## src/rtl/cpu_pkg.sv

```systemverilog
// rtl/cpu_pkg.sv - shared types for the branch/halt controller
package cpu_pkg;

  localparam int ADDR_W = 10;
  localparam int XLEN   = 32;

  typedef enum logic [3:0] {
    OP_NOP    = 4'd0,
    OP_BEQ    = 4'd1,
    OP_BNE    = 4'd2,
    OP_BLT    = 4'd3,
    OP_BGE    = 4'd4,
    OP_BLTU   = 4'd5,
    OP_BGEU   = 4'd6,
    OP_JAL    = 4'd7,
    OP_JALR   = 4'd8,
    OP_EBREAK = 4'd9
  } br_op_t;

  typedef logic [1:0] bctl_state_t;

  localparam bctl_state_t ST_RUN   = 2'd0;
  localparam bctl_state_t ST_FLUSH = 2'd1;
  localparam bctl_state_t ST_HALT  = 2'd2;

endpackage

```

## src/rtl/br_cond.sv

```systemverilog
// rtl/br_cond.sv - branch condition, target and alignment evaluation
module br_cond
  import cpu_pkg::*;
#(
  parameter int ADDR_W = cpu_pkg::ADDR_W,
  parameter int XLEN   = cpu_pkg::XLEN
) (
  input  br_op_t            in_op,
  input  logic [ADDR_W-1:0] in_pc,
  input  logic [XLEN-1:0]   in_rs1,
  input  logic [XLEN-1:0]   in_rs2,
  input  logic [XLEN-1:0]   in_imm,
  output logic              cond_taken,
  output logic [ADDR_W-1:0] tgt_word,
  output logic              misaligned
);

  logic [XLEN-1:0] pc_byte;
  logic [XLEN-1:0] byte_tgt;
  logic            is_jalr;
  logic            unused_hi;

  assign is_jalr = (in_op == OP_JALR);
  assign pc_byte = {{(XLEN-ADDR_W-2){1'b0}}, in_pc, 2'b00};

  always_comb begin
    byte_tgt = pc_byte + in_imm;
    if (is_jalr) begin
      byte_tgt = (in_rs1 + in_imm) & ~{{(XLEN-1){1'b0}}, 1'b1};
    end
  end

  always_comb begin
    cond_taken = 1'b0;
    case (in_op)
      OP_BEQ:  cond_taken = (in_rs1 == in_rs2);
      OP_BNE:  cond_taken = (in_rs1 != in_rs2);
      OP_BLT:  cond_taken = ($signed(in_rs1) <  $signed(in_rs2));
      OP_BGE:  cond_taken = ($signed(in_rs1) >= $signed(in_rs2));
      OP_BLTU: cond_taken = (in_rs1 <  in_rs2);
      OP_BGEU: cond_taken = (in_rs1 >= in_rs2);
      OP_JAL:  cond_taken = 1'b1;
      OP_JALR: cond_taken = 1'b1;
      default: cond_taken = 1'b0;
    endcase
  end

  // Bits above the word address are dropped so targets wrap around the PC space.
  assign tgt_word   = byte_tgt[ADDR_W+1:2];
  assign unused_hi  = ^byte_tgt[XLEN-1:ADDR_W+2];
  assign misaligned = cond_taken && (byte_tgt[1] || (!is_jalr && byte_tgt[0]));

endmodule

```

## src/rtl/branch_ctrl.sv

```systemverilog
// rtl/branch_ctrl.sv - redirect/flush/halt FSM driving the PC mux controls
module branch_ctrl
  import cpu_pkg::*;
#(
  parameter int ADDR_W       = cpu_pkg::ADDR_W,
  parameter int XLEN         = cpu_pkg::XLEN,
  parameter int FLUSH_CYCLES = 2
) (
  input  logic              clk,
  input  logic              rst_n,
  input  logic              in_valid,
  output logic              in_ready,
  input  br_op_t            in_op,
  input  logic [ADDR_W-1:0] in_pc,
  input  logic [XLEN-1:0]   in_rs1,
  input  logic [XLEN-1:0]   in_rs2,
  input  logic [XLEN-1:0]   in_imm,
  input  logic              resume,
  output logic              taken,
  output logic [ADDR_W-1:0] br_addr,
  output logic              halting,
  output logic              err,
  output logic [15:0]       br_count
);

  bctl_state_t       state;
  logic [3:0]        flush_cnt;
  logic              cond_taken;
  logic              misaligned;
  logic [ADDR_W-1:0] tgt_word;
  logic              accept;

  br_cond #(
    .ADDR_W (ADDR_W),
    .XLEN   (XLEN)
  ) u_br_cond (
    .in_op      (in_op),
    .in_pc      (in_pc),
    .in_rs1     (in_rs1),
    .in_rs2     (in_rs2),
    .in_imm     (in_imm),
    .cond_taken (cond_taken),
    .tgt_word   (tgt_word),
    .misaligned (misaligned)
  );

  // Moore outputs: decode handshake never depends on in_valid.
  assign in_ready = (state == ST_RUN);
  assign halting  = (state == ST_HALT);
  assign accept   = in_valid && in_ready;

  always_ff @(posedge clk or negedge rst_n) begin
    if (!rst_n) begin
      state     <= ST_RUN;
      flush_cnt <= 4'd0;
      taken     <= 1'b0;
      br_addr   <= '0;
      err       <= 1'b0;
      br_count  <= 16'd0;
    end else begin
      taken <= 1'b0;
      case (state)
        ST_RUN: begin
          if (accept) begin
            if (in_op == OP_EBREAK) begin
              state <= ST_HALT;
            end else if (misaligned) begin
              state <= ST_HALT;
              err   <= 1'b1;
            end else if (cond_taken) begin
              state     <= ST_FLUSH;
              flush_cnt <= 4'(FLUSH_CYCLES);
              taken     <= 1'b1;
              br_addr   <= tgt_word;
              if (br_count != 16'hFFFF) begin
                br_count <= br_count + 16'd1;
              end
            end
          end
        end
        ST_FLUSH: begin
          // Leave on the edge where the counter would reach zero, giving exactly FLUSH_CYCLES stall cycles.
          flush_cnt <= flush_cnt - 4'd1;
          if (flush_cnt <= 4'd1) begin
            state <= ST_RUN;
          end
        end
        ST_HALT: begin
          if (resume) begin
            state <= ST_RUN;
            err   <= 1'b0;
          end
        end
        default: state <= ST_RUN;
      endcase
    end
  end

endmodule

```

## config.mk

```make
export PLATFORM = sky130hd
export DESIGN_NAME = branch_ctrl
export DESIGN_NICKNAME = d
export VERILOG_FILES = /design/src/rtl/cpu_pkg.sv /design/src/rtl/br_cond.sv /design/src/rtl/branch_ctrl.sv
export SDC_FILE = /design/constraint.sdc
export NUM_CORES = 1
export LEC_CHECK = 0
export CAP_MARGIN = 20
export CORE_ASPECT_RATIO = 0.9
export CORE_UTILIZATION = 44
export DETAILED_ROUTE_END_ITERATION = 16
export PLACE_DENSITY = 0.94
export SLEW_MARGIN = 0
export SYNTH_ARGS = -nofsm -noshare
export SYNTH_HDL_FRONTEND = slang
export SYNTH_SLANG_ARGS = --single-unit
```

## constraint.sdc

```tcl
create_clock -name clk -period 2.9 [get_ports clk]
set_input_delay 0.58 -clock clk [delete_from_list [all_inputs] [get_ports clk]]
set_output_delay 0.58 -clock clk [all_outputs]
set_load 0.05 [all_outputs]
```

**Word level (Yosys, flattened, before mapping)**

Index checks and enable logic that the tools add are counted.

- Word-level logic and storage cells: 77
- Register bits: 34
- Input port bits: 114
- Output and inout port bits: 30

- Magnitude comparators: 5
- Equal/unequal tests: 22
- Bitwise gates (word level): 2
- Add/sub/neg operators: 4
- Reduce and logical (&&, ||, !) cells: 14
- Mux-type cells: 24

Operators by type and width:

| cell | number |
|---|---|
| $ge A32 B32 Y1 | 2 |
| $lt A32 B32 Y1 | 2 |
| $eq A32 B32 Y1 | 1 |
| $ne A32 B32 Y1 | 1 |
| $add A12 B12 Y12 | 2 |
| $add A16 B1 Y16 const B | 1 |
| $eq A4 B3 Y1 const B | 4 |
| $mux W4 | 4 |
| $ne A16 B16 Y1 const B | 1 |
| $reduce_and A5 Y1 | 3 |
| $mux W12 | 1 |
| $mux W2 | 6 |
| $mux W1 | 9 |
| $eq A4 B2 Y1 const B | 2 |
| $eq A4 B4 Y1 const B | 2 |
| $ne A2 B2 Y1 const B | 4 |
| $pmux W4 S2 | 1 |
| $pmux W1 S7 | 1 |
| $ne A2 B1 Y1 const B | 3 |
| $pmux W2 S3 | 1 |
| $reduce_and A6 Y1 | 1 |
| $eq A4 B1 Y1 const B | 1 |
| $le A4 B1 Y1 const B | 1 |
| $ne A4 B1 Y1 const B | 1 |
| 12 further kinds | 16 |

**Logic depth before layout (Yosys ltp)**

Gate-level depths: netlist (run 1).

- Depth in word-level cells: 9
- Mapped depth: 13
- Depth with buffers taken out: 13

**Modules after synthesis**

A second synthesis (run 1) with hierarchy kept.

- Cell total of the unflattened synthesis: 406
- Area, all modules: 3,449.6 um^2

By module, submodules not included:

| module | cells an instance | area an instance (um^2) | sequential area each (um^2) | instances |
|---|---|---|---|---|
| br_cond | 272 | 1,856.8 | 0.0 | 1 |
| branch_ctrl | 134 | 1,592.8 | 850.8 | 1 |

**Least setup slack after synthesis (run 1)**

No wires, ideal clock.

- Kind: input to register
- Start: input in_rs2[27]
- End: register br_addr[8]
- Setup time: 0.126 ns
- Required time: 2.774 ns
- Data arrival time: 3.216 ns
- Buffers on the path: 1
- Slack: -0.442 ns
- Cell stages on the path: 13
- Cells stage by stage: inv_1 ha_1 nand4_1 or4_4 or4_1 o21ai_1 a2bb2oi_1 o21a_1 o221ai_4 nand4_4 buf_6 nor4_4 a21oi_2

- Cells in the longest elaborated chain, start to end: 5
- Elaborated cells on any way between the ends: 10
- Those cells by class: order compare: 4; eq/ne: 2; mux: 1; bitwise: 1; reduce/logical: 2

Ends and longest elaborated chain:

| item | line | RTL |
|---|---|---|
| start: declaration | branch_ctrl.sv:16 | `input logic [XLEN-1:0] in_rs2,` |
| $ge A32 B32 Y1, or another cell as far along | br_cond.sv:41 | `OP_BGEU: cond_taken = (in_rs1 >= in_rs2);` |
| $pmux W1 S7 (*) | br_cond.sv:35 | `case (in_op)` |
| $logic_and A1 B1 Y1 | br_cond.sv:51 | `assign misaligned = cond_taken && (byte_tgt[1] \|\| (!is_jalr && byte_tgt[0]));` |
| $not A1 Y1 (no source line) | n/a |  |
| $reduce_and A5 Y1 (no source line) (*) | n/a |  |
| end signal: assignment | branch_ctrl.sv:74 | `br_addr <= tgt_word;` |
| end: declaration | branch_ctrl.sv:20 | `output logic [ADDR_W-1:0] br_addr,` |

Mark *: on every way between the ends. The rest lies on a longest branch, timed or not.
A chain may end at the register's enable or synchronous reset.

**Final worst setup path (run 1)**

- Start: input in_rs1[0]
- End: register br_count[10]

- Cells in the longest elaborated chain, start to end: 6
- Elaborated cells on any way between the ends: 13
- Those cells by class: add/sub: 1; order compare: 4; eq/ne: 2; mux: 2; bitwise: 1; reduce/logical: 3

Ends and longest elaborated chain:

| item | line | RTL |
|---|---|---|
| start: declaration | branch_ctrl.sv:15 | `input logic [XLEN-1:0] in_rs1,` |
| branches (longest 5 deep; another with $ge A32 B32 Y1) | n/a |  |
| $reduce_and A6 Y1 (no source line) (*) | n/a |  |
| end signal: assignment | branch_ctrl.sv:76 | `br_count <= br_count + 16'd1;` |
| end: declaration | branch_ctrl.sv:23 | `output logic [15:0] br_count` |

Every way passes the cells marked *.

==> impl_results.md, run 1 <==
* Status: finished, violations left
* Failing checks: negative setup slack
* H-tree depth at 2
* Clock skew at 8.47 ps
* Sequential fraction of the synthesis area at 0.245
* Library cells used by synthesis at 62
* Worst EP required at 3110 ps
* Core footprint at 7580 sq um
* Post-synth top cells: 56 x inv_1, 54 x ha_1, 38 x nand2_1, 34 x dfrtp_1, 32 x a21oi_1
* DR DRC count at 0
* Nets@finish at 800
* Clk pin slew, worst setup/hold paths at 70 ps
* Top-count cell post-synth: inv_1
* Largest net degree at the start of global routing at 35
* Routed Antenna Nets at 0
* Layout cell share with drive strength beyond 1 at 0.433
* Initial Utilization at 0.459
* Fmax at 0.298 GHz
* Synth Warn # at 0
* Nature of the critical path endpoint: flip-flop
* RSZ-0062 raised after global routing: true
* CP Max Fanout at 5
* Initial antenna violation count at 1
* CTS tree: done
* Critical Path AT at 3570 ps
* Reg2Reg Setup Slack at 270 ps
* Yosys top cell area share at 0.245
* Period utilisation layout at 1.16
* Mapped Area at 3480 sq um
* Slew Viols, Final at 0
* Worst-margin pin slew at 659 ps
* Max Buffers Root-to-Sink at 2
* Via count at 4,286
* Detail Placement HPWL at 8670 microns
* Num CTS Buffers at 5
* Placer congestion estimate at 0.881
* Post-synth EDFFs at 0
* GRT Overall Usage at 0.330
* Hold crit path type: reg -> reg
* Vias/cell at 5.89
* # hold bufs at CTS at 0
* Min Clock Period, post-route at 3360 ps
* Critical path type: in -> reg
* Vias in the first global route at 4,408
* PD cells at 442 nW/um^2
* DIE AREA at 8270 sq um
* WL per Instance at 20.2 microns
* Synth Instances at 416
* Starting DRC count in detailed routing at 292
* Fill cells at 394
* Final setup vio count at 33
* Root buf cell: clkbuf_8
* Std-Cell Rows at 30
* Ports at 144
* IO Port Bufs at 123
* Post-route cell area at 6240 sq um
* Layout area overhead at 79.3%
* Post-synthesis net count at 586
* TritonRoute pass-1 iters at 5
* Fin. Hold Viols at 0
* Worst IR Drop VDD at 0.605 mV
* Synth async-reset ratio at 1.00
* DIE WIDTH at 95.7 microns
* Max-cap violations at 0
* Avg Inst Size Synth at 8.36 sq um
* Overflow after GRT at 0
* Clock sink total at 34
* Top FF cell, synth: dfrtp_1
* CP Launch Type: primary input
* Clock latency on the worst-skew pair at 300 ps
* Seq cells post-synth at 34
* P_leak at 2.91 nW
* Synth area leaders: dfrtp_1 24%, ha_1 19%, inv_1 6.0%
* Hold Worst Slack at 493 ps
* Yosys top cell by area: dfrtp_1
* Setup WS pre-CTS at -1050 ps
* Rel. slew slack at 0.559
* Dpl cell area at 5410 sq um
* Die height at 86.4 microns
* First-pass GRT wire length at 21,100 microns
* Fin worst setup slack at -458 ps
* Total wire length at 14,700 microns
[area by class of cell]
class | instances | area [sq um] | area share
Antenna cell | 1 | 2.50 | 0.000401
Sequential cell | 34 | 851 | 0.136
Inverter | 56 | 238 | 0.0381
Tap cell | 96 | 120 | 0.0193
Timing Repair Buffer | 211 | 1820 | 0.292
Clock buffer | 7 | 86.3 | 0.0138
Multi-Input combinational cell | 322 | 3110 | 0.499
Clock inverter | 1 | 5.00 | 0.000802
[worst paths after layout]
check | depth (start not counted) | startpoint | endpoint
max in group asynchronous | 2 | rst_n | br_count[15]
min reg2reg | 1 | br_count[13] | br_count[13]
max reg2reg | 12 | br_count[6] | br_count[11]
max | 13 | in_rs1[0] | br_count[10]
min in group asynchronous | 2 | rst_n | br_count[4]
min | 1 | br_count[13] | br_count[13]
[kinds of logic (layout without fill, tap and decap cells)]
group / after synthesis / after routing / share of synthesized area
AO/OA/AOI/OAI: 100 / 100 / 0.187
XOR/XNOR: 28 / 28 / 0.0705
AND/OR/NAND/NOR: 134 / 135 / 0.208
multiplexers: 3 / 3 / 0.0119
adder cells (fa/ha/maj): 56 / 56 / 0.206
buffers and inverters: 61 / 275 / 0.0723
flip-flops: 34 / 34 / 0.245
other: 0 / 1 / 0
[layout by cell type (no fill, tap or decap), types with 5 or more instances in the layout]
cell type        count
o21ai_2              8
nand4_1              8
nand2_1             32
nor3_4               6
dfrtp_1             34
o211ai_1             5
buf_4               73
o21a_1               5
xnor2_1             11
nor3_1               6
a21oi_1             24
buf_2               24
clkbuf_8             6
clkdlybuf4s50_1     65
ha_1                27
nand3_1             13
nor2_1              22
ha_4                27
inv_2               16
inv_1               31
nand2_2              5
xor2_1              15
inv_4                8
clkbuf_2            11
o21ai_0             13
a21o_1               6
buf_6               27
a21oi_2              6
[worst max-delay path, cell delays in order]
cell and delay (ps):
clkdlybuf4s50_1 540, inv_1 80, ha_1 300, nand4_1 170
or4_4 560, o21ai_2 150, a2bb2oi_2 70, o21a_1 190
o221ai_4 90, buf_6 140, nand4_4 160, and4b_1 340
xor2_1 210
[layer usage]
metal	vias up	routed length, microns	global-route usage
li1	1903	-	-
met1	2011	5370	0.383
met2	276	7190	0.587
met3	96	1130	0.0544
met4	0	995	0.155
met5	-	0	0
[report_power, final]
group          leakage (nW)  internal [mW]  total, mW  switching, mW
clock network        0.0482          0.192      0.384          0.192
registers             0.431          0.596      0.721          0.126
logic                  2.43          0.716       1.65          0.938
[timing repair]
item / 4_1_cts / 5_1_grt
gates cloned: 2 / 0
setup buffers: 26 / 4
setup endpoints to repair: 34 / 34
resized for setup: 260 / 91
pin swaps: 69 / 47
[through the flow]
step                cells  power (mW)  utilization  setup TNS [ps]
floorplan             416        1.51            -           -5370
global placement      689        2.03        0.714          -30220
detailed placement    689        2.09        0.714          -31570
CTS                   725        2.54        0.788           -5400
global route          728        2.87        0.823          -12430
finish                728        2.76        0.823          -10220
[registers in the layout, indices dropped and copies added, names as in the netlist]
signal / count
br_count: 16
err: 1
state: 2
flush_cnt: 4
br_addr: 10
taken: 1
(Power assumes the default switching activity.)
==> run 2, diff against run 1 <==
==> constraint.sdc (replaced) <==
create_clock -name clk -period 2.9 [get_ports clk]
set_input_delay 0.58 -clock clk [delete_from_list [all_inputs] [get_ports clk]]
set_output_delay 0.58 -clock clk [all_outputs]
set_load 0.02 [all_outputs]
==> impl_results.md, run 2 (synthesis results as in run 1) <==
* Status: finished, violations left
* Failing checks: negative setup slack
* Root buf cell: clkbuf_8
* Slew Viols, Final at 0 (unchanged)
* Most used cell, CP: or4_4
* Layout area overhead at 69.9%
* Worst IR Drop VDD at 0.448 mV (-26%)
* Ant diodes at 0 (-1)
* Commonest non-fill, non-tap cells in the layout: 63 x clkdlybuf4s50_1, 58 x buf_4, 37 x nand2_1
* Storage element area at 851 sq um (unchanged)
* Routed Antenna Nets at 0 (unchanged)
* Setup crit start: in_rs2[26]
* Worst EP required at 3090 ps (-20 ps)
* Overflow after GRT at 0 (unchanged)
* Clk pin slew, worst setup/hold paths at 70 ps (about the same)
* DIE AREA at 8270 sq um (unchanged)
* Starting DRC count in detailed routing at 214 (-27%)
* Nature of the critical path endpoint: flip-flop
* R2R depth at 7 (-5)
* First-pass GRT wire length at 19,800 microns (-6.5%)
* Layout cell share with drive strength beyond 1 at 0.375 (-0.0581)
* Placed insts at 680 (-1.3%)
* Critical Path AT at 3470 ps (-100 ps)
* Fin. Hold Viols at 0 (unchanged)
* CTS tree: done
* Placer congestion estimate at 0.916 (+4.0%)
* Via count at 4,105 (-4.2%)
* Hold crit path type: reg -> reg
* Rel. slew slack at 0.472 (-0.0868)
* Num CTS Buffers at 5 (unchanged)
* Clock sink total at 34 (unchanged)
* Detail Placement HPWL at 8730 microns (+0.77%)
* Min Clock Period, post-route at 3280 ps (-77.9 ps)
* Fin worst setup slack at -380 ps (+77.9 ps)
* Final setup vio count at 34 (+3.0%)
* CP Launch Type: primary input
* Clock latency on the worst-skew pair at 290 ps (about the same)
* Delay of the slowest critical-path stage at 580 ps (+20 ps)
* Non-filler instance count after layout at 702 (-3.6%)
* Max-cap violations at 0 (unchanged)
* Largest net degree at the start of global routing at 35 (unchanged)
* Initial Utilization at 0.459 (unchanged)
* IO Port Bufs at 123 (unchanged)
* Vias/cell at 5.85 (-0.68%)
* Core footprint at 7580 sq um (unchanged)
* Commonest non-fill, non-tap cell in the layout: clkdlybuf4s50_1
* RSZ-0062 raised after global routing: true
* DR DRC count at 0 (unchanged)
* Hold Worst Slack at 492 ps (-0.858 ps)
* Vias in the first global route at 4,364 (-1.0%)
* Largest register FFs at 16 (unchanged)
* Biggest regs: br_count: 16 flops, br_addr: 10 flops, flush_cnt: 4 flops
* Reg-to-Reg Start: state[1]
* Hold path depth at 1 (unchanged)
* CP Max Fanout at 5 (unchanged)
* Total power at 2.35 mW (-15%)
* Hold path startpoint: br_count[9]
* PD cells at 397 nW/um^2 (-10%)
* Clock skew at 10.8 ps (+2.30 ps)
* CP cell instances: buf_8 -> inv_8 -> ha_4 -> nand4_1 -> or4_4 -> or4_4 -> o21ai_2 -> a2bb2oi_2 -> o21a_1 -> o221ai_4 -> buf_4 -> nand4_4 -> buf_6 -> o21ai_0
* Multi-input gate area at 3020 sq um (-3.0%)
* Biggest register: br_count
* Nets@finish at 777 (-2.9%)
* TritonRoute pass-1 iters at 5 (unchanged)
* Critical path type: in -> reg
* Ports at 144 (unchanged)
* H-tree depth at 2 (unchanged)
* Max Buffers Root-to-Sink at 2 (unchanged)
* Initial antenna violation count at 0 (-1)
* Slowest-stage cell, CP: or4_4
* Total wire length at 13,000 microns (-11%)
* P_leak at 2.76 nW (-5.4%)
* Die height at 86.4 microns (unchanged)
* Fill cells at 425 (+7.9%)
* Fmax at 0.305 GHz (+2.4%)
* Worst-margin pin slew at 788 ps (+130 ps)
* Std-Cell Rows at 30 (unchanged)
* DIE WIDTH at 95.7 microns (unchanged)
* WL per Instance at 18.5 microns (-8.2%)
* GRT Overall Usage at 0.307 (-0.0228)
* Period utilisation layout at 1.13 (-0.0269)
## run 2: cell types whose count changed in the layout (fill, tap and decap cells not counted), moves of 5 or more
cell / change
a21oi_2: +5
buf_2: +7
buf_4: -15
clkbuf_2: -11
nand2_1: +5
o21ai_2: -6
## run 2: repair_timing
item / 4_1_cts / 5_1_grt
resized for setup: 283 / 26
pin swaps: 60 / 21
hold buffers: 0 / 0
setup endpoints to repair: 34 / 34
setup buffers: 7 / 7
gates cloned: 2 / 0
## run 2: final timing paths
path / slack (ps) / to
setup / recovery: -380 / br_addr[0]
hold / removal: 490 / br_count[9]
setup reg to reg: 350 / br_count[13]
hold reg to reg: 490 / br_count[9]
max in group asynchronous: 1890 / br_addr[6]
min in group asynchronous: 690 / br_count[5]
## run 2: layout make-up
type	count	share of cell area
sequential	34	0.144
tap	96	0.0203
inverter	56	0.0394
clock buffer	6	0.0140
timing repair buffer	187	0.272
multi-input combinational	323	0.511
## run 2: metrics by stage
| step | setup slack (ps) | TNS (ps) | cell area, sq um | util |
|---|---|---|---|---|
| 2_1_floorplan | -349 | -4880 | 3660 | - |
| 3_3_place_gp | -998 | -30110 | 5340 | 0.705 |
| 3_5_place_dp | -1140 | -34070 | 5340 | 0.705 |
| 4_1_cts | -205 | -4310 | 5720 | 0.755 |
| 5_1_grt | -473 | -10370 | 5910 | 0.780 |
| 6_report | -380 | -7380 | 5910 | 0.780 |
## run 2: routing by layer
layer  GRT usage  vias to the layer above  routed length (microns)
li1            -                     1856                        -
met1       0.348                     1955                     5070
met2       0.538                      225                     6470
met3      0.0675                       69                      793
met4       0.159                        0                      669
met5           0                        -                        0
## run 2: critical path, delay by kind of cell
family                   cells  cell delay (ps)
AND/OR/NAND/NOR              4             1330
AO/OA/AOI/OAI                5              790
buffers and inverters        4              510
adder cells (fa/ha/maj)      1              250
## run 2: where the power goes
| part | switching (mW) | total (mW) | internal (mW) |
|---|---|---|---|
| combinational | 0.644 | 1.29 | 0.645 |
| clock | 0.168 | 0.351 | 0.183 |
| sequential | 0.112 | 0.708 | 0.596 |
| total | 0.924 | 2.35 | 1.42 |
